### config.mk
export PLATFORM = sky130hd
export DESIGN_NAME = d_pipe
export DESIGN_NICKNAME = d
export VERILOG_FILES = /design/src/rtl/d_pipe_pkg.sv /design/src/rtl/d_pipe_stage.sv /design/src/rtl/d_pipe.sv
export SDC_FILE = /design/constraint.sdc
export NUM_CORES = 1
export LEC_CHECK = 0
export BUFFER_PORTS_ARGS = -buffer_cell sky130_fd_sc_hd__buf_2
export CORE_UTILIZATION = 50
export CTS_CLUSTER_SIZE = 24
export DETAILED_ROUTE_END_ITERATION = 12
export HOLD_SLACK_MARGIN = 0.15
export PLACE_DENSITY = 0.78
export SYNTH_ARGS = -nofsm -noshare
export SYNTH_HDL_FRONTEND = slang
export SYNTH_SLANG_ARGS = --single-unit
### constraint.sdc
create_clock -name clk -period 3.3 [get_ports clk]
set_clock_uncertainty 0.2 [all_clocks]
set_input_delay 0.165 -clock clk [delete_from_list [all_inputs] [get_ports clk]]
set_output_delay 0.165 -clock clk [all_outputs]
set_load 0.02 [all_outputs]
### src/rtl/d_pipe_pkg.sv
// Shared constants and helpers for the d_pipe register pipeline.
package d_pipe_pkg;

    localparam int unsigned DefWidth = 8;
    localparam int unsigned DefDepth = 4;

    // Width of the occupancy counter: enough bits to hold 0..depth.
    function automatic int unsigned cnt_width(input int unsigned depth);
        return $clog2(depth + 1);
    endfunction

endpackage

### src/rtl/d_pipe_stage.sv
// One pipeline stage: a data register plus its valid bit, loaded when enabled.
module d_pipe_stage
    import d_pipe_pkg::*;
#(
    parameter int unsigned WIDTH = DefWidth
) (
    input  logic             clk,
    input  logic             rst_n,
    input  logic             flush,
    input  logic             load,
    input  logic [WIDTH-1:0] in_data,
    input  logic             in_valid,
    output logic [WIDTH-1:0] out_data,
    output logic             out_valid
);

    logic [WIDTH-1:0] data_q;
    logic             valid_q, valid_d;

    always_comb begin
        valid_d = valid_q;
        if (flush) begin
            valid_d = 1'b0;
        end else if (load) begin
            valid_d = in_valid;
        end
    end

    always_ff @(posedge clk) begin
        if (!rst_n) begin
            valid_q <= 1'b0;
        end else begin
            valid_q <= valid_d;
        end
    end

    // Data is deliberately not reset; only the valid bit qualifies it.
    always_ff @(posedge clk) begin
        if (load) begin
            data_q <= in_data;
        end
    end

    assign out_data  = data_q;
    assign out_valid = valid_q;

endmodule

### src/rtl/d_pipe.sv
// Valid/ready register pipeline of DEPTH stages with bubble collapse, flush and
// a registered occupancy count.
module d_pipe
    import d_pipe_pkg::*;
#(
    parameter int unsigned WIDTH = DefWidth,
    parameter int unsigned DEPTH = DefDepth
) (
    input  logic                          clk,
    input  logic                          rst_n,
    input  logic                          in_valid,
    input  logic [WIDTH-1:0]              in_data,
    output logic                          in_ready,
    output logic                          out_valid,
    output logic [WIDTH-1:0]              out_data,
    input  logic                          out_ready,
    input  logic                          flush,
    output logic [cnt_width(DEPTH)-1:0]   count
);

    localparam int unsigned CntW = cnt_width(DEPTH);

    logic [DEPTH:0]   rdy;
    logic [DEPTH-1:0] stage_v;
    logic [DEPTH-1:0] src_v;
    logic [DEPTH-1:0] v_d;
    logic [WIDTH-1:0] stage_data [DEPTH];
    logic [WIDTH-1:0] src_data   [DEPTH];
    logic [CntW-1:0]  count_q, count_d;

    // A stage can accept when it is empty or its contents move on this edge.
    always_comb begin
        rdy        = '0;
        rdy[DEPTH] = out_ready;
        for (int i = int'(DEPTH) - 1; i >= 0; i--) begin
            rdy[i] = !stage_v[i] || rdy[i+1];
        end
    end

    assign in_ready = rdy[0] && !flush;

    for (genvar g = 0; g < int'(DEPTH); g++) begin : g_stage
        if (g == 0) begin : g_head
            assign src_data[g] = in_data;
            assign src_v[g]    = in_valid && !flush;
        end else begin : g_body
            assign src_data[g] = stage_data[g-1];
            assign src_v[g]    = stage_v[g-1];
        end

        d_pipe_stage #(
            .WIDTH(WIDTH)
        ) u_stage (
            .clk      (clk),
            .rst_n    (rst_n),
            .flush    (flush),
            .load     (rdy[g]),
            .in_data  (src_data[g]),
            .in_valid (src_v[g]),
            .out_data (stage_data[g]),
            .out_valid(stage_v[g])
        );
    end

    // Mirror of the stages' next valid bits, used only to register the popcount.
    always_comb begin
        v_d     = stage_v;
        count_d = '0;
        for (int i = 0; i < int'(DEPTH); i++) begin
            if (flush) begin
                v_d[i] = 1'b0;
            end else if (rdy[i]) begin
                v_d[i] = src_v[i];
            end
            count_d = count_d + CntW'(v_d[i]);
        end
    end

    always_ff @(posedge clk) begin
        if (!rst_n) begin
            count_q <= '0;
        end else begin
            count_q <= count_d;
        end
    end

    assign count     = count_q;
    assign out_valid = stage_v[DEPTH-1];
    assign out_data  = stage_data[DEPTH-1];

endmodule
# --- Word level (Yosys, flattened, before mapping) ---
# Index checks and enable logic that the tools add are counted.
word_totals:
  register_bits: 39
  out_inout_bits: 13
  word_cells: 31
classes:
  n_addsub: 3
  mux: 8
  n_reduce_logical: 11
ops:
  columns: ["operator", "count"]
  rows:
  - ["$mux W1", 8]
  - ["$logic_not A1 Y1", 5]
  - ["$logic_or A1 B1 Y1", 4]
  - ["$add A2 B1 Y3", 1]
  - ["$add A3 B1 Y3", 1]
  - ["$add A1 B1 Y2", 1]
  - ["$logic_and A1 B1 Y1", 2]

# --- Longest topological paths before layout ---
# Gate-level depths: netlist of run 1.
logic_depth:
  word_depth: 10
  depth_mapped: 8

# --- Cells and area by module ---
# Synthesis of run 1 repeated with hierarchy kept, for this count alone.
unflattened:
  hier_cells: 67
  hier_area_um2: 1335.0
modules_own_cells:
  columns: ["mod", "instances", "cells_each", "area_per_inst_um2", "seq_area_each_um2"]
  rows:
  - ["d_pipe_stage", 4, 11, 282.8, 260.2]
  - ["d_pipe", 1, 23, 203.9, 60.1]

# --- Worst setup path before layout of run 1 ---
# OpenSTA, ideal clock, no wires.
synth_path:
  kind: "reg2reg"
  from: "register g_stage[3].u_stage.valid_q"
  to: "register count_q[1] (netlist: count[1])"
  t_arrival_ps: 2193
  t_required_ps: 2985
  path_slack_ps: 792
  stages_incl_launch_ff: 9
  path_buffers: 0
  path_cell_list: "dfxtp_1 and4b_2 inv_2 o31a_1 fa_1 inv_1 ha_1 ha_1 and2_1"
synth_via:
  elab_chain_len: 10
  word_cells_on_any_way: 16
  classes_between: "add/sub: 3; mux: 8; reduce/logical: 5"
synth_rtl:
  columns: ["element", "line_no", "rtl"]
  rows:
  - ["start: declaration", "d_pipe_stage.sv:18", "logic valid_q, valid_d;"]
  - ["start signal: assignment", "d_pipe_stage.sv:33", "valid_q <= valid_d;"]
  - ["$logic_not A1 Y1 (*)", "d_pipe.sv:36", "rdy[i] = !stage_v[i] || rdy[i+1];"]
  - ["$logic_or A1 B1 Y1 (*) (3 in a row)", "d_pipe.sv:36", null]
  - ["via g_stage[1].u_stage.load", "d_pipe_stage.sv:10", "input logic load,"]
  - ["$logic_or A1 B1 Y1", "d_pipe.sv:36", null]
  - ["$mux W1 (2 in a row)", null, null]
  - ["$add A1 B1 Y2 (*)", "d_pipe.sv:75", "count_d = count_d + CntW'(v_d[i]);"]
  - ["$add A2 B1 Y3 (*)", "d_pipe.sv:75", null]
  - ["$add A3 B1 Y3 (*)", "d_pipe.sv:75", null]
  - ["via count_d[1]", "d_pipe.sv:29", "logic [CntW-1:0] count_q, count_d;"]
  - ["end signal: assignment", "d_pipe.sv:83", "count_q <= count_d;"]
  - ["end: declaration", "d_pipe.sv:29", null]
# The timed path passes the listed nets; every way through them passes the cells marked *.
# A chain may end at the register's enable or synchronous reset.

# --- Worst setup path in the final report of run 1 ---
layout_path:
  from: "input out_ready"
  to: "register count_q[1] (netlist: count[1])"
layout_via:
  elab_chain_len: 9
  word_cells_on_any_way: 15
  classes_between: "add/sub: 3; mux: 8; reduce/logical: 4"
layout_rtl:
  columns: ["element", "line_no", "rtl"]
  rows:
  - ["start: declaration", "d_pipe.sv:16", "input logic out_ready,"]
  - ["$logic_or A1 B1 Y1 (*) (3 in a row)", "d_pipe.sv:36", null]
  - ["via g_stage[1].u_stage.load", "d_pipe_stage.sv:10", null]
  - ["$logic_or A1 B1 Y1", "d_pipe.sv:36", null]
  - ["$mux W1 (2 in a row)", null, null]
  - ["$add A1 B1 Y2 (*)", "d_pipe.sv:75", null]
  - ["$add A2 B1 Y3 (*)", "d_pipe.sv:75", null]
  - ["$add A3 B1 Y3 (*)", "d_pipe.sv:75", null]
  - ["via count_d[1]", "d_pipe.sv:29", null]
# Marked as above.

==> results of run 1 <==
Yosys cell counts:
| cell type | instances |
|---|---|
| sky130_fd_sc_hd__or2b_2 | 1 |
| sky130_fd_sc_hd__fa_1 | 1 |
| sky130_fd_sc_hd__inv_2 | 1 |
| sky130_fd_sc_hd__ha_1 | 2 |
| sky130_fd_sc_hd__a21oi_1 | 5 |
| sky130_fd_sc_hd__a21o_1 | 1 |
| sky130_fd_sc_hd__edfxtp_1 | 32 |
| sky130_fd_sc_hd__a21o_2 | 1 |
| sky130_fd_sc_hd__inv_1 | 5 |
| sky130_fd_sc_hd__o31ai_2 | 1 |
| sky130_fd_sc_hd__nand3b_1 | 2 |
| sky130_fd_sc_hd__dfxtp_1 | 7 |
| sky130_fd_sc_hd__nand2b_1 | 2 |
| sky130_fd_sc_hd__nand2_1 | 1 |
| sky130_fd_sc_hd__and2_1 | 3 |
| sky130_fd_sc_hd__o31a_1 | 1 |
| sky130_fd_sc_hd__and4b_2 | 1 |
stage by stage:
stage / util [%] / cells / hold slack, ns
after global routing: 67.0 / 142 / 0.237
after detailed placement: 59.1 / 122 / 0.143
after global placement: 59.1 / 122 / 0.141
after floorplan: - / 67 / 0.0639
final: 67.0 / 142 / 0.228
after CTS: 67.0 / 142 / 0.222
cell type report:
| cell class | count | area, µm² |
|---|---|---|
| clock buffer | 5 | 37.5 |
| clock inverter | 3 | 38.8 |
| fill | 179 | 817 |
| inverter | 6 | 22.5 |
| multi-input combinational | 22 | 178 |
| sequential | 39 | 1100 |
| tap | 30 | 37.5 |
| timing repair buffer | 37 | 245 |
how the worst min path moves through the flow:
stage	start	endpoint	slack [ns]	depth (start not counted)
after global routing	g_stage[0].u_stage.out_data[1]$_DFFE_PN_	g_stage[1].u_stage.out_data[1]$_DFFE_PP_	0.24	0
after global placement	in_data[0]	g_stage[0].u_stage.out_data[0]$_DFFE_PN_	0.14	1
after detailed placement	in_data[6]	g_stage[0].u_stage.out_data[6]$_DFFE_PN_	0.14	1
after floorplan	in_data[0]	g_stage[0].u_stage.out_data[0]$_DFFE_PN_	0.06	0
final	g_stage[1].u_stage.out_data[7]$_DFFE_PP_	g_stage[2].u_stage.out_data[7]$_DFFE_PP_	0.23	0
after CTS	g_stage[1].u_stage.out_data[7]$_DFFE_PP_	g_stage[2].u_stage.out_data[7]$_DFFE_PP_	0.22	0
critical path, stage by stage:
cell                            delay, ns
sky130_fd_sc_hd__dlygate4sd3_1       0.54
sky130_fd_sc_hd__buf_2               0.14
sky130_fd_sc_hd__and4b_2             0.31
sky130_fd_sc_hd__inv_2               0.11
sky130_fd_sc_hd__o31a_1              0.28
sky130_fd_sc_hd__fa_1                0.54
sky130_fd_sc_hd__inv_1               0.04
sky130_fd_sc_hd__ha_1                0.17
sky130_fd_sc_hd__ha_1                0.26
sky130_fd_sc_hd__and2_1              0.13
power by group through the flow:
stage               Combinational (mW)  Clock, mW  Sequential [mW]
floorplan                      0.00761          0            0.577
global placement                0.0311          0            0.569
detailed placement              0.0318          0            0.570
CTS                             0.0424      0.307            0.558
global route                    0.0469      0.330            0.561
finish                          0.0432      0.303            0.558
cell families (layout without fill, tap and decap cells):
logic type	count (synthesis)	after routing	share of synthesized area, %
compound gates	9	9	4.81
simple gates	10	10	5.38
buf+inv	6	51	1.73
fa+ha+maj	3	3	3.46
flops	39	39	84.6
registers in the layout, indices dropped and copies added (netlist names):
name,count
g_stage.u_stage.out_data,32
g_stage.u_stage.out_valid,4
count,3
per-layer routing:
| metal | up-vias | wire (µm) | global-route usage, % |
|---|---|---|---|
| met4 | 0 | 35 | 9.65 |
| met1 | 303 | 689 | 16.5 |
| met5 | - | 0 | 0 |
| li1 | 335 | - | - |
| met3 | 6 | 120 | 8.05 |
| met2 | 27 | 891 | 24.5 |
==> results.json, run 1 <==
{
  "grt_setup_unrepaired": "no",
  "internal_power_mw": 0.731,
  "vias": 671,
  "timing.critical_path.to_type": "register",
  "regToRegSetupSlack_ns": 0.79,
  "postCtsSetupRepairBufs": 0,
  "ant_nets": 0,
  "path_class": "input port to register",
  "drt-wirelength-per-cell_um": 12.2,
  "power.leakage_nw": 0.677,
  "die_width_um": 53.0,
  "grt_first_pass_wirelength_um": 2790,
  "yosys_register_bits": 39,
  "design.die.area_um2": 2810,
  "post_layout_min_period_ns": 2.64,
  "timing.final.hold_violations": 0,
  "layout-area-overhead-vs-synth_pct": 27.6,
  "core_area_um2": 2480,
  "ir_worst_vdd_mv": 0.623,
  "yosysSeqAreaShare_pct": 84.6,
  "switching_share_pct": 19.2,
  "synth_fp_nets": 83,
  "clock_sink_count": 39,
  "timing.critical_path.from_type": "input port",
  "total_wirelength_um": 1740,
  "initial_antenna_violation_count": 0,
  "maxSlewViolCount": 0,
  "row_count": 18,
  "finalPower_mw": 0.904,
  "worstSkewPairLatency_ns": 0.34,
  "finalSetupViolCount": 0,
  "ys_types": 17,
  "cts_tree": "yes",
  "path_clk_slew_ns": 0.11,
  "worst_hold_path_type": "register to register",
  "dp_worst_setup_slack_ns": 0.822,
  "worst_slew_margin_rel_pct": 71.1,
  "layout-drive-gt1-share_pct": 33.0,
  "ys.warnings.count": 0,
  "cts_buffers": 5,
  "port_buffers": 25,
  "reg2reg_to": "count[1]$_SDFF_PN0_",
  "mappedNetlistArea_um2": 1300,
  "synth.largest_area_cell": "sky130_fd_sc_hd__edfxtp_1",
  "cts_repair_resize_count": 0,
  "regToRegStartpoint": "g_stage[3].u_stage.out_valid$_SDFF_PN0_",
  "routed_via_density": 4.73,
  "critical_path_start": "out_ready",
  "final_area_um2": 1660,
  "actual_slew_at_the_worst_max_slew_pin_ns": 0.431,
  "synth_area_per_cell_um2": 19.4,
  "synthCells": 67,
  "final_min_period_over_clock_period_pct": 80.1,
  "reg2reg_depth": 8,
  "via_count_of_the_first_global_routing_pass": 654,
  "initial_utilization_pct": 52.5,
  "power_frac_seq_pct": 61.7,
  "power.density_nw_per_um2": 545,
  "outcome": "completed",
  "comb_power_share_pct": 4.8,
  "data_required_time_of_the_critical_path_ns": 3.34,
  "net-switching-power_mw": 0.173,
  "drtIter0Drc": 9,
  "grt_util_all_layers_pct": 15.6,
  "maximum_fanout_along_the_worst_path": 12,
  "ioPinCount": 26,
  "insertedDiodeCount": 0,
  "layout_setup_ws_ns": 0.658,
  "layout.nets": 127,
  "max_freq_mhz": 378,
  "grt_max_degree": 13,
  "clock_power_share_pct": 33.5,
  "max-clock-path-buffers": 2,
  "cts_hold_buf": 12,
  "gp_routability_congestion": 0.763,
  "cts-htree-levels": 2,
  "number_of_design_rule_violations_left_after_detail_routing": 0,
  "post_dp_cell_area_um2": 1460,
  "mostFrequentLayoutCell": "sky130_fd_sc_hd__edfxtp_1",
  "drt_pre_antenna_iters": 4,
  "max-cap-violations": 0,
  "synthTopCellsByArea": "sky130_fd_sc_hd__edfxtp_1 74%, sky130_fd_sc_hd__dfxtp_1 11%, sky130_fd_sc_hd__a21oi_1 1.9%",
  "synthDominantCellAreaShare_pct": 73.8,
  "gr-total-overflow": 0,
  "cp_data_arrival_time_ns": 2.69,
  "most-common-layout-cells": "32 x sky130_fd_sc_hd__edfxtp_1, 25 x sky130_fd_sc_hd__buf_2, 12 x sky130_fd_sc_hd__dlygate4sd3_1",
  "dieHeight_um": 53.0,
  "root_buffer": "sky130_fd_sc_hd__clkbuf_4",
  "critPathCapture": "count[1]$_SDFF_PN0_",
  "setup-tns-final_ns": 0,
  "dpl.hpwl_um": 1050
}
Note: power is estimated with default switching activity, not from simulation.
==> inputs of run 2 (changes only) <==
- CORE_UTILIZATION: 50 -> 47
- PLACE_DENSITY: 0.78 -> 0.77
- clock period: 3.3 -> 2.3 ns (I/O delays scaled with it)
==> run 2 against run 1 <==
Net effect:
- the run now ends with setup timing left
- combinational power rose by 51%
- non-clock buffer count grew 9
- routed wire length up 6.8%
- cell count rose by 6.3%
- global-route usage down 1.2 points
- die area up 6.1%
- sequential power up 43%
- critical path depth is 1 lower
- hold slack lost 0.0059 ns
- first-iteration DRC count is 11% lower
- sequential share of layout area is 2.8 points lower
- count of clock-buffer cells in the layout did not move
- largest cell class unchanged
==> results.json, run 2 (synthesized netlist as in run 1, its figures left out) <==
{
  "finalSetupViolCount": 1,
  "topRoutingLayerUsed": "met4",
  "power.leakage_nw": 0.720,
  "path_class": "input port to register",
  "layout-drive-gt1-share_pct": 39.7,
  "worstSkewPairLatency_ns": 0.32,
  "timing.critical_path.to_type": "register",
  "worst_hold_path_type": "register to register",
  "post_layout_min_period_ns": 2.32,
  "grt_util_all_layers_pct": 14.5,
  "final_min_period_over_clock_period_pct": 101,
  "root_buffer": "sky130_fd_sc_hd__clkbuf_4",
  "data_required_time_of_the_critical_path_ns": 2.33,
  "met2_wirelength_um": 965,
  "clock_sink_count": 39,
  "drtIter0Drc": 8,
  "insertedDiodeCount": 0,
  "layout_setup_ws_ns": -0.0176,
  "layout-area-overhead-vs-synth_pct": 34.0,
  "crit_path_largest_cell_delay_ns": 0.57,
  "maxSlewViolCount": 0,
  "grt_max_degree": 13,
  "port_buffers": 25,
  "via_count_of_the_first_global_routing_pass": 674,
  "met3RoutedLength_um": 90,
  "number_of_design_rule_violations_left_after_detail_routing": 0,
  "finalPower_mw": 1.29,
  "core_area_um2": 2540,
  "timing.final.hold_violations": 0,
  "mostFrequentLayoutCell": "sky130_fd_sc_hd__edfxtp_1",
  "timing.critical_path.from_type": "input port",
  "critical_path_cell_sequence": "buf_2, dlygate4sd3_1, or2b_2, a21o_1, fa_1, inv_1, ha_2, ha_1, and2_1",
  "outcome": "finished, violations left",
  "ant_nets": 0,
  "vias": 718,
  "dpl.hpwl_um": 1110,
  "actual_slew_at_the_worst_max_slew_pin_ns": 0.304,
  "worst_slew_margin_rel_pct": 79.7,
  "initial_antenna_violation_count": 0,
  "gr-total-overflow": 0,
  "grt_first_pass_wirelength_um": 2840,
  "cp_data_arrival_time_ns": 2.34,
  "routed_via_density": 4.75,
  "cts_buffers": 5,
  "ir_worst_vdd_mv": 0.617,
  "gp_routability_congestion": 0.805,
  "maximum_fanout_along_the_worst_path": 2,
  "total_wirelength_um": 1860,
  "path_clk_slew_ns": 0.11,
  "dieHeight_um": 54.6,
  "cts-htree-levels": 2,
  "largest_register_ffs": 32,
  "max-cap-violations": 0,
  "design.die.area_um2": 2980,
  "row_count": 18,
  "critical_path.slowest_cell": "sky130_fd_sc_hd__dlygate4sd3_1",
  "routed_length_on_met1_um": 774,
  "ioPinCount": 26,
  "layout.nets": 136,
  "setup-tns-final_ns": -0.0176,
  "drt-wirelength-per-cell_um": 12.3,
  "die_width_um": 54.6,
  "max-clock-path-buffers": 2,
  "power.density_nw_per_um2": 738,
  "failed_checks": "setup timing",
  "initial_utilization_pct": 51.1,
  "dp_worst_setup_slack_ns": -0.0642,
  "cts_tree": "yes",
  "drt_pre_antenna_iters": 4,
  "most-common-layout-cells": "32 x sky130_fd_sc_hd__edfxtp_1, 25 x sky130_fd_sc_hd__buf_2, 14 x sky130_fd_sc_hd__dlygate4sd3_1",
  "max_freq_mhz": 431,
  "grt_setup_unrepaired": "yes"
}
## run 2: per-layer routing
metal | track usage, % | vias to the layer above
li1 | - | 354
met1 | 15.6 | 332
met2 | 24.7 | 28
met3 | 5.83 | 4
met4 | 6.41 | 0
met5 | 0 | -
## run 2: final timing paths
| path | from | to | slack [ns] | cells past startpoint |
|---|---|---|---|---|
| worst max-delay path | out_ready | count[1]$_SDFF_PN0_ | -0.02 | 9 |
| worst min-delay path | g_stage[1].u_stage.out_data[7]$_DFFE_PP_ | g_stage[2].u_stage.out_data[7]$_DFFE_PP_ | 0.22 | 0 |
| worst max register to register | g_stage[3].u_stage.out_valid$_SDFF_PN0_ | count[1]$_SDFF_PN0_ | 0.01 | 8 |
| worst min register to register | g_stage[1].u_stage.out_data[7]$_DFFE_PP_ | g_stage[2].u_stage.out_data[7]$_DFFE_PP_ | 0.22 | 0 |
## run 2: power by group
part / switching (mW) / total, mW / internal [mW]
clock: 0.198 / 0.422 / 0.224
sequential: 0.00767 / 0.800 / 0.792
combinational: 0.0309 / 0.0651 / 0.0342
## run 2: layout make-up
cell class / count / area, µm²
Sequential cell: 39 / 1110
Fill cell: 168 / 801
Timing Repair Buffer: 46 / 318
Multi-Input combinational cell: 22 / 180
Clock inverter: 3 / 38.8
Clock buffer: 5 / 37.5
Tap cell: 30 / 37.5
Inverter: 6 / 25.0
## run 2: through the flow
step	cells	area, µm²	utilization [%]	hold slack [ns]
floorplan	67	1310	-	0.0139
global placement	126	1500	59.0	0.0913
detailed placement	126	1500	59.0	0.0931
CTS	150	1740	68.2	0.227
global route	151	1740	68.5	0.232
finish	151	1740	68.5	0.223
## run 2: timing repair
action | 4_1_cts | 5_1_grt
pin swaps | 2 | 1
buffers inserted | 2 | 1
hold buffers | 14 | 0
setup endpoints to repair | 1 | 1
endpoints found under the hold margin | 31 | 0
resized for setup | 1 | 1
## run 2: worst max-delay path, delay by kind of cell
family	cells	cell delay (ns)
fa+ha+maj	3	0.87
simple gates	2	0.44
buf+inv	3	0.72
compound gates	1	0.19
